### src/rtl/reglk_enf_pkg.sv
// -----------------------------------------------------------------------------
// reglk_enf_pkg
// Shared constants, types and helpers for the register-lock enforcer.
//   RLK_RD_BIT / RLK_WR_BIT : lock-byte bit positions for read / write locks
//   LOG_ADDR_BITS           : number of access-address bits kept in a log entry
//   log_entry_t             : {periph, we, addr16} layout of a violation entry
//                             (sized for the default peripheral count)
//   sticky_merge()          : next value of one staged lock byte
// -----------------------------------------------------------------------------
package reglk_enf_pkg;

    localparam int RLK_RD_BIT    = 0;
    localparam int RLK_WR_BIT    = 1;
    localparam int LOG_ADDR_BITS = 16;

    localparam int DEF_NB_PERIPHERALS = 14;
    localparam int DEF_PIDX_W         = $clog2(DEF_NB_PERIPHERALS);

    typedef struct packed {
        logic [DEF_PIDX_W-1:0]    periph;
        logic                     we;
        logic [LOG_ADDR_BITS-1:0] addr16;
    } log_entry_t;

    // Masked bits latch high until reset; unmasked bits simply follow raw.
    function automatic logic [7:0] sticky_merge(input logic [7:0] raw,
                                                input logic [7:0] held,
                                                input logic [7:0] mask);
        return (raw & ~mask) | ((raw | held) & mask);
    endfunction

endpackage

### src/rtl/reglk_enforcer_if.sv
// -----------------------------------------------------------------------------
// reglk_enforcer_if
// Access-check request/verdict and violation-log pop signals of the enforcer.
//   acc_valid_i, acc_periph_i, acc_we_i, acc_addr_i : access check request
//   acc_resp_valid_o, acc_deny_o                    : registered verdict
//   log_valid_o, log_data_o, log_ready_i            : violation FIFO head/pop
// Modports: master = requester / log consumer, slave = enforcer.
// -----------------------------------------------------------------------------
interface reglk_enforcer_if
    import reglk_enf_pkg::*;
#(
    parameter int NB_PERIPHERALS = 14,
    parameter int AXI_ADDR_WIDTH = 64
);
    localparam int PIDX_W = $clog2(NB_PERIPHERALS);
    localparam int LOG_W  = PIDX_W + 1 + LOG_ADDR_BITS;

    logic                      acc_valid_i;
    logic [PIDX_W-1:0]         acc_periph_i;
    logic                      acc_we_i;
    logic [AXI_ADDR_WIDTH-1:0] acc_addr_i;
    logic                      acc_resp_valid_o;
    logic                      acc_deny_o;
    logic                      log_valid_o;
    logic [LOG_W-1:0]          log_data_o;
    logic                      log_ready_i;

    modport master (
        output acc_valid_i, acc_periph_i, acc_we_i, acc_addr_i, log_ready_i,
        input  acc_resp_valid_o, acc_deny_o, log_valid_o, log_data_o
    );

    modport slave (
        input  acc_valid_i, acc_periph_i, acc_we_i, acc_addr_i, log_ready_i,
        output acc_resp_valid_o, acc_deny_o, log_valid_o, log_data_o
    );

endinterface

### src/rtl/reglk_enf_fifo.sv
// -----------------------------------------------------------------------------
// reglk_enf_fifo
// Synchronous FIFO for violation entries; no fall-through, head is driven 0
// when empty. A push while full is accepted only if a pop happens on the
// same edge.
//   clk_i, rst_i : clock, synchronous active-high reset
//   push         : write request, push_data : entry to write
//   pop_ready    : consumer ready; pop happens when head_valid & pop_ready
//   head_valid   : FIFO non-empty, head_data : oldest entry
//   full, empty  : status, occupancy : entries held (0..DEPTH)
// -----------------------------------------------------------------------------
module reglk_enf_fifo #(
    parameter int DEPTH = 4,
    parameter int WIDTH = 21
) (
    input  logic                       clk_i,
    input  logic                       rst_i,
    input  logic                       push,
    input  logic [WIDTH-1:0]           push_data,
    input  logic                       pop_ready,
    output logic                       head_valid,
    output logic [WIDTH-1:0]           head_data,
    output logic                       full,
    output logic                       empty,
    output logic [$clog2(DEPTH+1)-1:0] occupancy
);
    localparam int PTR_W = $clog2(DEPTH);
    localparam int OCC_W = $clog2(DEPTH + 1);

    logic [WIDTH-1:0] mem [DEPTH];
    logic [PTR_W-1:0] wr_ptr;
    logic [PTR_W-1:0] rd_ptr;
    logic [OCC_W-1:0] count;
    logic             do_push;
    logic             do_pop;

    assign empty      = (count == '0);
    assign full       = (count == OCC_W'(DEPTH));
    assign do_pop     = pop_ready & ~empty;
    assign do_push    = push & (~full | do_pop);
    assign head_valid = ~empty;
    assign head_data  = empty ? '0 : mem[rd_ptr];
    assign occupancy  = count;

    // NOTE: storage has no reset; only pointers and count decide what is valid,
    // so clearing the array would cost flops and buy nothing.
    always_ff @(posedge clk_i) begin
        if (do_push) begin
            mem[wr_ptr] <= push_data;
        end
    end

    // NOTE: non-blocking assignments for all state so every flop samples
    // pre-edge values regardless of statement order.
    always_ff @(posedge clk_i) begin
        if (rst_i) begin
            wr_ptr <= '0;
            rd_ptr <= '0;
            count  <= '0;
        end else begin
            // DEPTH is a power of two, so pointers wrap by natural overflow.
            if (do_push) wr_ptr <= wr_ptr + PTR_W'(1);
            if (do_pop)  rd_ptr <= rd_ptr + PTR_W'(1);
            case ({do_push, do_pop})
                2'b10:   count <= count + OCC_W'(1);
                2'b01:   count <= count - OCC_W'(1);
                default: count <= count;
            endcase
        end
    end

endmodule

### src/rtl/reglk_enforcer.sv
// -----------------------------------------------------------------------------
// reglk_enforcer
// Stages the per-peripheral lock vector with sticky bits, checks register
// accesses against it, and logs denied accesses in a FIFO with an interrupt.
//   clk_i, rst_i   : clock, synchronous active-high reset
//   reglk_ctrl_i   : raw lock vector, byte p belongs to peripheral p
//   reglk_ctrl_o   : registered, sticky-applied lock vector
//   bus            : access request/verdict and log pop (reglk_enforcer_if.slave)
//   log_ovf_cnt_o  : saturating count of violations dropped on a full log
//   irq_o          : high while the log holds entries
//   viol_cnt_o     : per-peripheral saturating deny counters
// Optional feature macro: REGLK_ENF_STATS_EN (counters present when defined,
// viol_cnt_o tied to 0 otherwise).
// -----------------------------------------------------------------------------
module reglk_enforcer
    import reglk_enf_pkg::*;
#(
    parameter int         NB_PERIPHERALS = 14,
    parameter int         AXI_ADDR_WIDTH = 64,
    parameter int         LOG_DEPTH      = 4,
    parameter logic [7:0] STICKY_MASK    = 8'h03
) (
    input  logic                        clk_i,
    input  logic                        rst_i,
    input  logic [8*NB_PERIPHERALS-1:0] reglk_ctrl_i,
    output logic [8*NB_PERIPHERALS-1:0] reglk_ctrl_o,
    reglk_enforcer_if.slave             bus,
    output logic [15:0]                 log_ovf_cnt_o,
    output logic                        irq_o,
    output logic [8*NB_PERIPHERALS-1:0] viol_cnt_o
);
    localparam int PIDX_W = $clog2(NB_PERIPHERALS);
    localparam int LOG_W  = PIDX_W + 1 + LOG_ADDR_BITS;
    localparam int OCC_W  = $clog2(LOG_DEPTH + 1);

    // ---------------------------------------------------------------- locks
    logic [NB_PERIPHERALS-1:0][7:0] lock_q;

    always_ff @(posedge clk_i) begin
        if (rst_i) begin
            lock_q <= '0;
        end else begin
            for (int p = 0; p < NB_PERIPHERALS; p++) begin
                lock_q[p] <= sticky_merge(reglk_ctrl_i[8*p +: 8], lock_q[p], STICKY_MASK);
            end
        end
    end

    assign reglk_ctrl_o = lock_q;

    // --------------------------------------------------------- access check
    logic       in_range;
    logic [7:0] sel_lock;
    logic       deny_d;
    logic       push;

    // NOTE: every always_comb output gets a default first so no path can
    // leave it unassigned and infer a latch.
    always_comb begin
        in_range = (int'(bus.acc_periph_i) < NB_PERIPHERALS);
        sel_lock = '0;
        // Decoded select keeps out-of-range indices from addressing lock_q.
        for (int p = 0; p < NB_PERIPHERALS; p++) begin
            if (int'(bus.acc_periph_i) == p) sel_lock = lock_q[p];
        end
        deny_d = ~in_range |
                 (bus.acc_we_i  & sel_lock[RLK_WR_BIT]) |
                 (~bus.acc_we_i & sel_lock[RLK_RD_BIT]);
        push   = bus.acc_valid_i & deny_d;
    end

    logic resp_valid_q;
    logic deny_q;

    always_ff @(posedge clk_i) begin
        if (rst_i) begin
            resp_valid_q <= 1'b0;
            deny_q       <= 1'b0;
        end else begin
            resp_valid_q <= bus.acc_valid_i;
            deny_q       <= push;
        end
    end

    assign bus.acc_resp_valid_o = resp_valid_q;
    assign bus.acc_deny_o       = deny_q;

    // Only the low address bits are logged.
    logic unused_addr_hi;
    assign unused_addr_hi = ^bus.acc_addr_i[AXI_ADDR_WIDTH-1:LOG_ADDR_BITS];

    // --------------------------------------------------------- violation log
    logic             fifo_full;
    logic             fifo_empty;
    logic             fifo_valid;
    logic [OCC_W-1:0] fifo_occ;
    logic [LOG_W-1:0] entry;
    logic             pop;
    logic             push_acc;
    logic             drop;

    assign entry = {bus.acc_periph_i, bus.acc_we_i, bus.acc_addr_i[LOG_ADDR_BITS-1:0]};

    reglk_enf_fifo #(
        .DEPTH (LOG_DEPTH),
        .WIDTH (LOG_W)
    ) u_fifo (
        .clk_i      (clk_i),
        .rst_i      (rst_i),
        .push       (push),
        .push_data  (entry),
        .pop_ready  (bus.log_ready_i),
        .head_valid (fifo_valid),
        .head_data  (bus.log_data_o),
        .full       (fifo_full),
        .empty      (fifo_empty),
        .occupancy  (fifo_occ)
    );

    assign bus.log_valid_o = fifo_valid;
    assign pop             = fifo_valid & bus.log_ready_i;
    assign push_acc        = push & (~fifo_full | pop);
    assign drop            = push & fifo_full & ~pop;

    logic [15:0] ovf_q;
    logic        irq_q;
    logic        irq_d;

    // irq tracks the occupancy the FIFO will hold after this edge, so it
    // rises with log_valid_o and falls right after the last pop.
    assign irq_d = push_acc | (fifo_occ > OCC_W'(1)) |
                   ((fifo_occ == OCC_W'(1)) & ~pop) | (~fifo_empty & ~pop);

    always_ff @(posedge clk_i) begin
        if (rst_i) begin
            ovf_q <= '0;
            irq_q <= 1'b0;
        end else begin
            if (drop && ovf_q != 16'hFFFF) ovf_q <= ovf_q + 16'd1;
            irq_q <= irq_d;
        end
    end

    assign log_ovf_cnt_o = ovf_q;
    assign irq_o         = irq_q;

    // ------------------------------------------------------------ statistics
`ifdef REGLK_ENF_STATS_EN
    logic [NB_PERIPHERALS-1:0][7:0] cnt_q;

    // Counts every in-range deny, including ones the log had to drop.
    always_ff @(posedge clk_i) begin
        if (rst_i) begin
            cnt_q <= '0;
        end else if (push && in_range) begin
            for (int p = 0; p < NB_PERIPHERALS; p++) begin
                if (int'(bus.acc_periph_i) == p && cnt_q[p] != 8'hFF) begin
                    cnt_q[p] <= cnt_q[p] + 8'd1;
                end
            end
        end
    end

    assign viol_cnt_o = cnt_q;
`else
    assign viol_cnt_o = '0;
`endif

endmodule

### src/flat_wrapper.sv
// flat-port wrapper written by rule: the top's interface ports become plain ports
module reglk_enforcer_flat import reglk_enf_pkg::*;
#(
    parameter int         NB_PERIPHERALS = 14,
    parameter int         AXI_ADDR_WIDTH = 64,
    parameter int         LOG_DEPTH      = 4,
    parameter logic [7:0] STICKY_MASK    = 8'h03
)
  (clk_i, rst_i, reglk_ctrl_i, reglk_ctrl_o, log_ovf_cnt_o, irq_o, viol_cnt_o, bus_acc_valid_i, bus_acc_periph_i, bus_acc_we_i, bus_acc_addr_i, bus_log_ready_i, bus_acc_resp_valid_o, bus_acc_deny_o, bus_log_valid_o, bus_log_data_o);
  reglk_enforcer_if #(.NB_PERIPHERALS(NB_PERIPHERALS), .AXI_ADDR_WIDTH(AXI_ADDR_WIDTH)) bus_i ();
  input  logic clk_i;
  input  logic rst_i;
  input  logic [8*NB_PERIPHERALS-1:0] reglk_ctrl_i;
  output logic [8*NB_PERIPHERALS-1:0] reglk_ctrl_o;
  output logic [15:0] log_ovf_cnt_o;
  output logic irq_o;
  output logic [8*NB_PERIPHERALS-1:0] viol_cnt_o;
  input wire logic [$bits(bus_i.acc_valid_i)-1:0] bus_acc_valid_i;
  input wire logic [$bits(bus_i.acc_periph_i)-1:0] bus_acc_periph_i;
  input wire logic [$bits(bus_i.acc_we_i)-1:0] bus_acc_we_i;
  input wire logic [$bits(bus_i.acc_addr_i)-1:0] bus_acc_addr_i;
  input wire logic [$bits(bus_i.log_ready_i)-1:0] bus_log_ready_i;
  output wire logic [$bits(bus_i.acc_resp_valid_o)-1:0] bus_acc_resp_valid_o;
  output wire logic [$bits(bus_i.acc_deny_o)-1:0] bus_acc_deny_o;
  output wire logic [$bits(bus_i.log_valid_o)-1:0] bus_log_valid_o;
  output wire logic [$bits(bus_i.log_data_o)-1:0] bus_log_data_o;
  assign bus_i.acc_valid_i = bus_acc_valid_i;
  assign bus_i.acc_periph_i = bus_acc_periph_i;
  assign bus_i.acc_we_i = bus_acc_we_i;
  assign bus_i.acc_addr_i = bus_acc_addr_i;
  assign bus_i.log_ready_i = bus_log_ready_i;
  assign bus_acc_resp_valid_o = bus_i.acc_resp_valid_o;
  assign bus_acc_deny_o = bus_i.acc_deny_o;
  assign bus_log_valid_o = bus_i.log_valid_o;
  assign bus_log_data_o = bus_i.log_data_o;
  reglk_enforcer #(.NB_PERIPHERALS(NB_PERIPHERALS), .AXI_ADDR_WIDTH(AXI_ADDR_WIDTH), .LOG_DEPTH(LOG_DEPTH), .STICKY_MASK(STICKY_MASK)) u_core (.clk_i(clk_i), .rst_i(rst_i), .reglk_ctrl_i(reglk_ctrl_i), .reglk_ctrl_o(reglk_ctrl_o), .bus(bus_i), .log_ovf_cnt_o(log_ovf_cnt_o), .irq_o(irq_o), .viol_cnt_o(viol_cnt_o));
endmodule
### config.mk
export PLATFORM = sky130hd
export DESIGN_NAME = reglk_enforcer_flat
export DESIGN_NICKNAME = d
export VERILOG_FILES = /design/src/rtl/reglk_enf_pkg.sv /design/src/rtl/reglk_enforcer_if.sv /design/src/rtl/reglk_enf_fifo.sv /design/src/rtl/reglk_enforcer.sv /design/src/flat_wrapper.sv
export SDC_FILE = /design/constraint.sdc
export NUM_CORES = 1
export LEC_CHECK = 0
export CAP_MARGIN = 25
export CORE_MARGIN = 4
export CORE_UTILIZATION = 25
export DETAILED_ROUTE_END_ITERATION = 10
export DONT_BUFFER_PORTS = 1
export GPL_ROUTABILITY_DRIVEN = 1
export SYNTH_ARGS = -nofsm -noshare
export SYNTH_HDL_FRONTEND = slang
export SYNTH_HIERARCHICAL = 1
export SYNTH_SLANG_ARGS = --single-unit
### constraint.sdc
create_clock -name clk_i -period 5.06 [get_ports clk_i]
set_input_delay 1.265 -clock clk_i [delete_from_list [all_inputs] [get_ports clk_i]]
set_output_delay 1.265 -clock clk_i [all_outputs]
set_load 0.05 [all_outputs]
==> results of run 1 <==
[path summary, 6_finish.rpt]
check	from	endpoint	slack, ns	cells past startpoint
worst min-delay path	u_core/u_fifo/rd_ptr[1]	u_core/u_fifo/rd_ptr[1]	0.49	2
worst max register to register	u_core/reglk_ctrl_o[105]	u_core/u_fifo/occupancy[2]	1.74	14
worst max-delay path	flip-flop	bus_log_data_o[20]	1.41	3
worst min register to register	u_core/u_fifo/rd_ptr[1]	u_core/u_fifo/rd_ptr[1]	0.49	2
[flip-flops by register name, indices dropped and copies added (netlist names), named ones only]
signal and flops:
u_core/bus.acc_resp_valid_o 1, u_core/log_ovf_cnt_o 16, u_core/u_fifo/wr_ptr 2, u_core/irq_o 1
u_core/bus.acc_deny_o 1, u_core/u_fifo/rd_ptr 2, u_core/u_fifo/mem 84, u_core/u_fifo/occupancy 3
u_core/reglk_ctrl_o 112
[worst reg2reg max path: stages (launching register included)]
cell	delay (ns)
dfxtp_1	0.50
mux2_1	0.38
o31a_1	0.27
nand2_1	0.07
a21oi_1	0.06
o41ai_4	0.41
inv_1	0.07
a21boi_2	0.20
inv_1	0.08
ha_1	0.17
inv_1	0.06
fa_1	0.37
xor2_1	0.16
or3_1	0.30
a21oi_1	0.15
[layout make-up]
type / count / share of cell area
timing repair buffer: 9 / 0.00765
multi-input combinational: 471 / 0.299
tap: 455 / 0.0580
sequential: 224 / 0.543
clock inverter: 10 / 0.00918
inverter: 18 / 0.00688
clock buffer: 34 / 0.0757
antenna: 4 / 0.00102
[routing by layer]
layer | wire, µm | GRT usage | share of wire | up-vias
met1 | 7210 | 0.108 | 0.35 | 2331
met5 | 71 | 0 | 0.0034 | -
met4 | 512 | 0.0336 | 0.025 | 10
met3 | 2670 | 0.0556 | 0.13 | 46
met2 | 10400 | 0.172 | 0.50 | 243
li1 | - | - | - | 2327
[placed cells by master, fill, tap and decap left out, drive strengths merged, types with 12 or more instances in the layout]
master / n
a21oi: 22
o21ai: 15
mux4: 21
conb: 112
nor2b: 113
edfxtp: 84
dfxtp: 140
inv: 21
nand2: 12
clkbuf: 34
nor2: 73
[per-stage QoR]
step / total power [mW] / area (µm²) / util / setup WS, ns / hold WS [ns]
final: 4.97 / 9820 / 0.282 / 1.41 / 0.490
after global routing: 5.21 / 9810 / 0.282 / 1.26 / 0.539
after CTS: 5.07 / 9790 / 0.281 / 0.961 / 0.494
after detailed placement: 3.24 / 8960 / 0.257 / 0.984 / 0.482
after global placement: 3.24 / 8960 / 0.257 / 1.02 / 0.461
after floorplan: 3.19 / 9310 / - / 0.946 / 0.459
[cell families (layout without fill, tap and decap cells)]
| group | Yosys count | after routing | synth area share |
|---|---|---|---|
| flip-flops | 224 | 224 | 0.599 |
| AND/OR/NAND/NOR | 258 | 258 | 0.159 |
| AO/OA/AOI/OAI | 59 | 59 | 0.0425 |
| buffers and inverters | 161 | 71 | 0.120 |
| multiplexers | 33 | 33 | 0.0675 |
| XOR/XNOR | 2 | 2 | 0.00197 |
| other | 1 | 116 | 0.000421 |
| adder cells (fa/ha/maj) | 7 | 7 | 0.0107 |
[where the power goes]
part | switching (mW) | internal, mW
Clock | 0.737 | 1.04
Sequential | 0.258 | 1.97
Combinational | 0.754 | 0.213
==> flow_summary.yaml, run 1 <==
die:
  io_pins: 450
  initial_core_util: 0.256
  core_area_um2: 34800
  fp.dieArea_um2: 38700
  die_y_um: 197
  num_rows: 68
  die_x_um: 197
yosys:
  ys_top_cells_by_area: "dfxtp_1 32%, edfxtp_1 28%, buf_4 9.8%, nor2b_1 7.9%, mux4_2 5.3%"
  synth_top_area_share: 0.315
  synthTopCellsByCount: "140 x dfxtp_1, 116 x buf_4, 113 x nor2b_1, 84 x edfxtp_1, 73 x nor2_1"
  yosys.area.top_type: "dfxtp_1"
  ys_ff_latch: 224
  yosysUniqueCellTypes: 53
  synth-edff-count: 84
  synth_cells: 745
  yosysWarnings: 6
  avgSynthCellArea_um2: 11.9
  netlist_area_um2: 8900
  ys_seq_area_frac: 0.599
  yosysMostFrequentCell: "dfxtp_1"
  ys_async_sr_fraction: 0
  synthFlopType: "dfxtp_1"
grt:
  grt_pass1_wl_um: 30700
  overflow: 0
  antenna_found_initial: 9
  grt_util_all_layers: 0.101
  grt_max_degree: 146
  grt_pass1_vias: 5025
cells_and_area:
  nNetsFinal: 941
  drive_above_1_share: 0.0992
  register_area_um2: 5330
  multiInputGateArea_um2: 2940
  post_layout_nonfiller_instances: 1225
  area_growth_pct: 10.3
  n_fill_cell: 3565
timing:
  fmax_ghz: 0.274
  period_needed_ns: 3.65
  maxSlewViolCount: 0
  finalHoldViolCount: 0
  grt_setup_unrepaired: "false"
  fin_crit_sh: 0.721
  tns_ns: 0
  clock_skew_ns: 0.0190
  relSlewSlack: 0.288
  setup_violations: 0
  worst_pin_slew_ns: 1.07
critical_path:
  crit_type: "reg2out"
  max_stage_delay_ns: 0.83
  required_ns: 3.80
  cp-start-kind: "flip-flop"
  cp_top_family: "simple AND/OR/NAND/NOR gates"
  worst-path-buf-inv: 1
  path_cells: "buf_8 > mux4_2 > nor2b_1"
  cp_max_fo: 13
  cp.arrival_ns: 2.38
  crit_slowest_cell: "nor2b_1"
  cp-end-kind: "output port"
placed_design:
  placed_cells: 1176
  io_buffers: 0
  dp_hpwl_um: 15200
  gp_congestion: 0.751
clock_network:
  max-clock-path-buffers: 3
  clk_latency_ns: 0.54
  clkSinkCount: 224
  cts_setup_buffers: 0
  htree_levels: 1
  holdBufCountCts: 0
  cts_buffers: 25
  cts.repair.resized: 0
  cts_tree: "done"
  clk_pin_slew_ns: 0.06
  root_buffer: "clkbuf_16"
drt:
  routedWlPerCell_um: 17.0
  dr.pass1.iters: 4
  remaining_drc_errors: 0
  drtIter0Drc: 162
  vias_per_cell: 4.05
  postRouteAntennaNets: 0
  vias: 4957
  wl_um: 20900
pwr:
  p_per_area_nw_per_um2: 506
  vdd.ir_drop.worst_v: 0.000278
  p_leak_nw: 3.61
status:
  status: "complete, no violations"
min_path:
  hold_class: "reg2reg"
flow_run:
  drv_cap: 0
No activity file was read; power rests on OpenSTA's default activity.
==> run 2: changes to the inputs <==
clock period = 3.16 ns   (was 5.06 ns; I/O delays follow)
==> run 2 against run 1 <==
Combinational power increased by 100%. Global-route usage fell by 0.070 points. Final area up 5.3%. Cell count is 5.1% higher. Sequential share of layout area down 2.7 points. Wire length barely moved. First-iteration DRC count down 12%. Utilization is 1.5 points higher. Power is 67% higher. Sequential power rose by 55%. Critical path type unchanged. Largest cell class unchanged. Largest power group unchanged.
==> flow_summary.yaml, run 2 (synthesis gave the netlist of run 1 again) <==
clock_network:
  cts_tree: "done"
  htree_levels: 1
  clkSinkCount: 224
  cts.repair.resized: 0
  cts_buffers: 25
  cts_setup_buffers: 0
  holdBufCountCts: 0
  clk_latency_ns: 0.54
  max-clock-path-buffers: 3
  root_buffer: "clkbuf_16"
  clk_pin_slew_ns: 0.07
placed_design:
  io_buffers: 0
  placed_cells: 1238
  dp_hpwl_um: 15100
  gp_congestion: 0.740
  place_ws_ns: -0.270
  dpl_cell_area_um2: 9500
critical_path:
  cp-start-kind: "flip-flop"
  crit_slowest_cell: "mux4_2"
  path_cells: "buf_4 > mux4_2 > nor2b_1 > buf_4"
  cp.arrival_ns: 2.16
  cp_max_fo: 21
  cp_top_family: "buffers and inverters"
  cp-end-kind: "output port"
  max_stage_delay_ns: 0.58
  worst-path-buf-inv: 2
  cp_common_cell: "buf_4"
  crit_type: "reg2out"
  required_ns: 2.37
grt:
  grt_util_all_layers: 0.101
  overflow: 0
  antenna_found_initial: 4
  grt_pass1_vias: 5080
  met3_usage: 0.0465
  grt_max_degree: 146
  grt_pass1_wl_um: 30600
  grtUsageMet1: 0.106
  met2_usage: 0.177
  grt_busiest_layer: "met2"
cells_and_area:
  drive_above_1_share: 0.174
  mostFrequentLayoutCell: "dfxtp_1"
  postLayoutCellArea_um2: 10300
  layout_common_cells: "140 x dfxtp_1, 113 x nor2b_1, 112 x conb_1, 84 x edfxtp_1, 73 x nor2_1"
  post_layout_nonfiller_instances: 1287
  area_growth_pct: 16.2
  nNetsFinal: 1002
  largest_register_ffs: 112
pwr:
  p_leak_nw: 3.93
  finalPower_mw: 8.29
  vdd.ir_drop.worst_v: 0.000444
  p_per_area_nw_per_um2: 801
die:
  num_rows: 68
  initial_core_util: 0.256
  core_area_um2: 34800
  fp.dieArea_um2: 38700
  die_x_um: 197
  io_pins: 450
  die_y_um: 197
timing:
  maxSlewViolCount: 0
  grt_setup_unrepaired: "false"
  period_needed_ns: 2.95
  tns_ns: 0
  fin_crit_sh: 0.935
  worst_pin_slew_ns: 0.719
  setup_slack_ns: 0.206
  relSlewSlack: 0.520
  fmax_ghz: 0.339
  setup_violations: 0
  clock_skew_ns: 0.0215
  finalHoldViolCount: 0
drt:
  vias: 5137
  postRouteAntennaNets: 0
  drtIter0Drc: 142
  remaining_drc_errors: 0
  wl_um: 20800
  dr.pass1.iters: 7
  routedWlPerCell_um: 16.2
  vias_per_cell: 3.99
status:
  status: "complete, no violations"
min_path:
  hold_class: "in2reg"
flow_run:
  drv_cap: 0
-- run 2: cell types whose count changed in the layout (fill, tap and decap cells not counted), sizes merged --
cell	previous run	this run
buf	9	70
bufinv	0	3
clkbuf	34	26
clkinv	5	9
clkinvlp	2	4
diode	4	3
inv	21	22
-- run 2: routing by layer --
| metal | vias up | wire, µm |
|---|---|---|
| li1 | 2434 | - |
| met1 | 2430 | 7190 |
| met2 | 239 | 10800 |
| met3 | 32 | 2340 |
| met4 | 2 | 495 |
| met5 | - | 13 |
-- run 2: final timing paths --
path              cells after the start  slack, ns                    endpoint                     start
hold / removal                        0       0.35    u_core/u_fifo/mem[2][20]       bus_acc_periph_i[3]
setup reg to reg                     14       0.26  u_core/u_fifo/occupancy[2]  u_core/reglk_ctrl_o[105]
hold reg to reg                       2       0.48                   flip-flop   u_core/u_fifo/rd_ptr[1]
setup / recovery                      4       0.21          bus_log_data_o[17]                 flip-flop
-- run 2: per-stage QoR --
stage          utilization  hold WS [ns]
2_1_floorplan            -         0.459
3_3_place_gp         0.273         0.465
3_5_place_dp         0.273         0.476
4_1_cts              0.297         0.306
5_1_grt              0.297         0.311
6_report             0.297         0.349
-- run 2: area by class of cell --
| class | instances | area (µm²) |
|---|---|---|
| Timing Repair Buffer | 70 | 576 |
| Clock inverter | 20 | 200 |
| Fill cell | 3557 | 24500 |
| Tap cell | 455 | 569 |
| Antenna cell | 3 | 7.51 |
| Multi-Input combinational cell | 471 | 2960 |
| Clock buffer | 26 | 629 |
| Sequential cell | 224 | 5330 |
| Inverter | 18 | 67.6 |
-- run 2: worst reg2reg max path: cells and delay by family (launching register included) --
family	cells	cell delay, ns
compound gates	5	1.00
xor+xnor	1	0.15
fa+ha+maj	2	0.51
buf+inv	3	0.19
flops	1	0.34
mux	1	0.26
simple gates	2	0.40
-- run 2: power breakdown --
part           switching (mW)  leakage [nW]  internal [mW]
Clock                    1.19         0.397           1.71
Combinational            1.37          1.61          0.563
Sequential              0.304          1.92           3.15
==> run 3: changes to the inputs <==
ABC_AREA = 1   (was default)
CORE_AREA = 4 4 173 175   (was default)
CORE_MARGIN = default   (was 4)
CORE_UTILIZATION = default   (was 25)
DIE_AREA = 0 0 177 179   (was default)
clock period = 3.7 ns   (was 3.16 ns; I/O delays follow)
==> run 3 against run 2 <==
Synthesized cell count is 37% higher. Die area shrank 18%. Non-clock buffer count decreased by 24.
==> flow_summary.yaml, run 3 <==
pwr:
  p_per_area_nw_per_um2: 691
  vdd.ir_drop.worst_v: 0.000335
  p_leak_nw: 4.50
  finalPower_mw: 7.14
drt:
  wl_um: 21700
  drtIter0Drc: 251
  dr.pass1.iters: 4
  vias: 6020
  routedWlPerCell_um: 14.9
  remaining_drc_errors: 0
  vias_per_cell: 4.13
  postRouteAntennaNets: 0
grt:
  antenna_found_initial: 0
  grt_util_all_layers: 0.129
  grt_max_degree: 132
  overflow: 0
  grt_pass1_vias: 5769
  grt_pass1_wl_um: 32100
die:
  initial_core_util: 0.326
  die_x_um: 177
  io_pins: 450
  die_y_um: 179
  num_rows: 62
  core_area_um2: 28500
  fp.dieArea_um2: 31700
cells_and_area:
  largest_register_ffs: 112
  nNetsFinal: 1250
  drive_above_1_share: 0.125
  n_antenna_cell: 0
  area_growth_pct: 11.3
  postLayoutCellArea_um2: 10300
  mostFrequentLayoutCell: "nor2_1"
  layout_common_cells: "256 x nor2_1, 139 x dfxtp_1, 133 x inv_1, 112 x conb_1, 84 x edfxtp_1"
  post_layout_nonfiller_instances: 1457
yosys:
  yosys.area_share.simple: 0.182
  yosysWarnings: 6
  synthFlopType: "dfxtp_1"
  ys_seq_area_frac: 0.574
  synth-compound-area-share: 0.0543
  synthMuxAreaShare: 0
  synth_xor_area_frac: 0.0113
  yosysMostFrequentCell: "nor2_1"
  synthTopCellsByCount: "260 x nor2_1, 140 x dfxtp_1, 133 x inv_1, 113 x buf_4, 84 x edfxtp_1"
  ys_top_cells_by_area: "dfxtp_1 30%, edfxtp_1 27%, nor2_1 11%, buf_4 9.1%, inv_1 5.4%"
  synth_cells: 1018
  yosys.area.top_type: "dfxtp_1"
  ys_async_sr_fraction: 0
  synth-edff-count: 84
  ys_ff_latch: 224
  synth_top_family_by_area: "simple AND/OR/NAND/NOR gates"
  avgSynthCellArea_um2: 9.12
  yosys.area_share.adder: 0.0102
  synth_top_area_share: 0.302
  netlist_area_um2: 9280
  yosysUniqueCellTypes: 39
timing:
  maxSlewViolCount: 0
  setup_violations: 0
  tns_ns: 0
  grt_setup_unrepaired: "false"
  period_needed_ns: 3.16
  fin_crit_sh: 0.855
  clock_skew_ns: 0.0189
  relSlewSlack: 0.516
  worst_pin_slew_ns: 0.726
  finalHoldViolCount: 0
  fmax_ghz: 0.316
critical_path:
  cp-end-kind: "output port"
  cp.arrival_ns: 2.24
  crit_type: "reg2out"
  reg2reg_from: "u_core/reglk_ctrl_o[33]"
  crit_slowest_cell: "dfxtp_2"
  crit_end: "bus_log_data_o[9]"
  r2r-end: "u_core/u_fifo/occupancy[2]"
  worstRegToRegCells: 21
  cp_max_fo: 26
  max_stage_delay_ns: 0.69
  required_ns: 2.77
  cp-start-kind: "flip-flop"
  ff2ff_setup_slack_ns: 0.92
  path_cells: "buf_4 > nor2_1 > nor2_1 > o21ai_1 > a21oi_1 > buf_4"
clock_network:
  clk_latency_ns: 0.51
  cts_setup_buffers: 0
  cts_tree: "done"
  cts.repair.resized: 0
  max-clock-path-buffers: 3
  root_buffer: "clkbuf_16"
  holdBufCountCts: 0
  clk_pin_slew_ns: 0.06
  htree_levels: 1
  clkSinkCount: 224
  cts_buffers: 24
placed_design:
  placed_cells: 1416
  dp_hpwl_um: 15500
  dpl_cell_area_um2: 9550
  io_buffers: 0
  gp_congestion: 0.768
min_path:
  hold_class: "in2reg"
flow_run:
  drv_cap: 0
status:
  status: "complete, no violations"
-- run 3: cell count changes in the layout (fill, tap and decap cells not counted), moves of 11 or more --
| cell | delta |
|---|---|
| nand3_1 | +16 |
| mux4_2 | -21 |
| nor2b_1 | -113 |
| nand2_1 | +56 |
| nor2_1 | +183 |
| o21ai_1 | +38 |
| a21oi_1 | +11 |
| buf_4 | -24 |
| inv_1 | +116 |
| nand2_2 | +14 |
-- run 3: final cells by class --
class	count	area [µm²]
flip-flops and latches	224	5330
multi-input cells	622	2820
fillers	2873	18100
clock inverters	4	25.0
inverters	140	528
well taps	384	480
clock buffers	37	758
repair buffers	46	395
-- run 3: how the worst min path moves through the flow --
stage                                       start                  endpoint  slack [ns]  depth (start not counted)
final                                       rst_i  u_core/reglk_ctrl_o[110]        0.48                          1
after global routing                        rst_i  u_core/log_ovf_cnt_o[12]        0.44                          1
after CTS                                   rst_i  u_core/log_ovf_cnt_o[12]        0.45                          1
after detailed placement  u_core/u_fifo/rd_ptr[1]                 flip-flop        0.49                          2
after global placement    u_core/u_fifo/rd_ptr[1]   u_core/u_fifo/rd_ptr[1]        0.48                          2
after floorplan           u_core/u_fifo/rd_ptr[1]                 flip-flop        0.46                          2
-- run 3: layer usage --
layer	routed length [µm]	GRT usage	up-vias
met2	10800	0.227	263
met4	464	0.0371	0
li1	-	-	3013
met5	0	0	-
met3	2240	0.0504	32
met1	8210	0.147	2712
-- run 3: logic make-up after synthesis --
group | count (synthesis)
and+or+nand+nor | 399
buffers and inverters | 283
DFF | 224
AOI/OAI and AO/OA | 92
xor gates and xnor gates | 12
adders and majority gates | 7
other | 1
-- run 3: stage by stage --
stage / util / hold slack [ns] / worst slack [ns]
global route: 0.363 / 0.443 / 0.323
finish: 0.363 / 0.482 / 0.538
floorplan: - / 0.459 / 0.227
detailed placement: 0.335 / 0.493 / 0.298
CTS: 0.363 / 0.446 / 0.411
global placement: 0.335 / 0.478 / 0.272
-- run 3: report_power, final --
part / internal, mW / switching [mW]
sequential: 2.70 / 0.332
combinational: 0.408 / 1.37
clock: 1.41 / 0.921
-- run 3: critical path, delay by kind of cell (launching register included) --
| kind | cells | cell delay, ns |
|---|---|---|
| AOI/OAI and AO/OA | 2 | 0.27 |
| and+or+nand+nor | 2 | 0.16 |
| buffers and inverters | 2 | 0.58 |
| DFF | 1 | 0.69 |
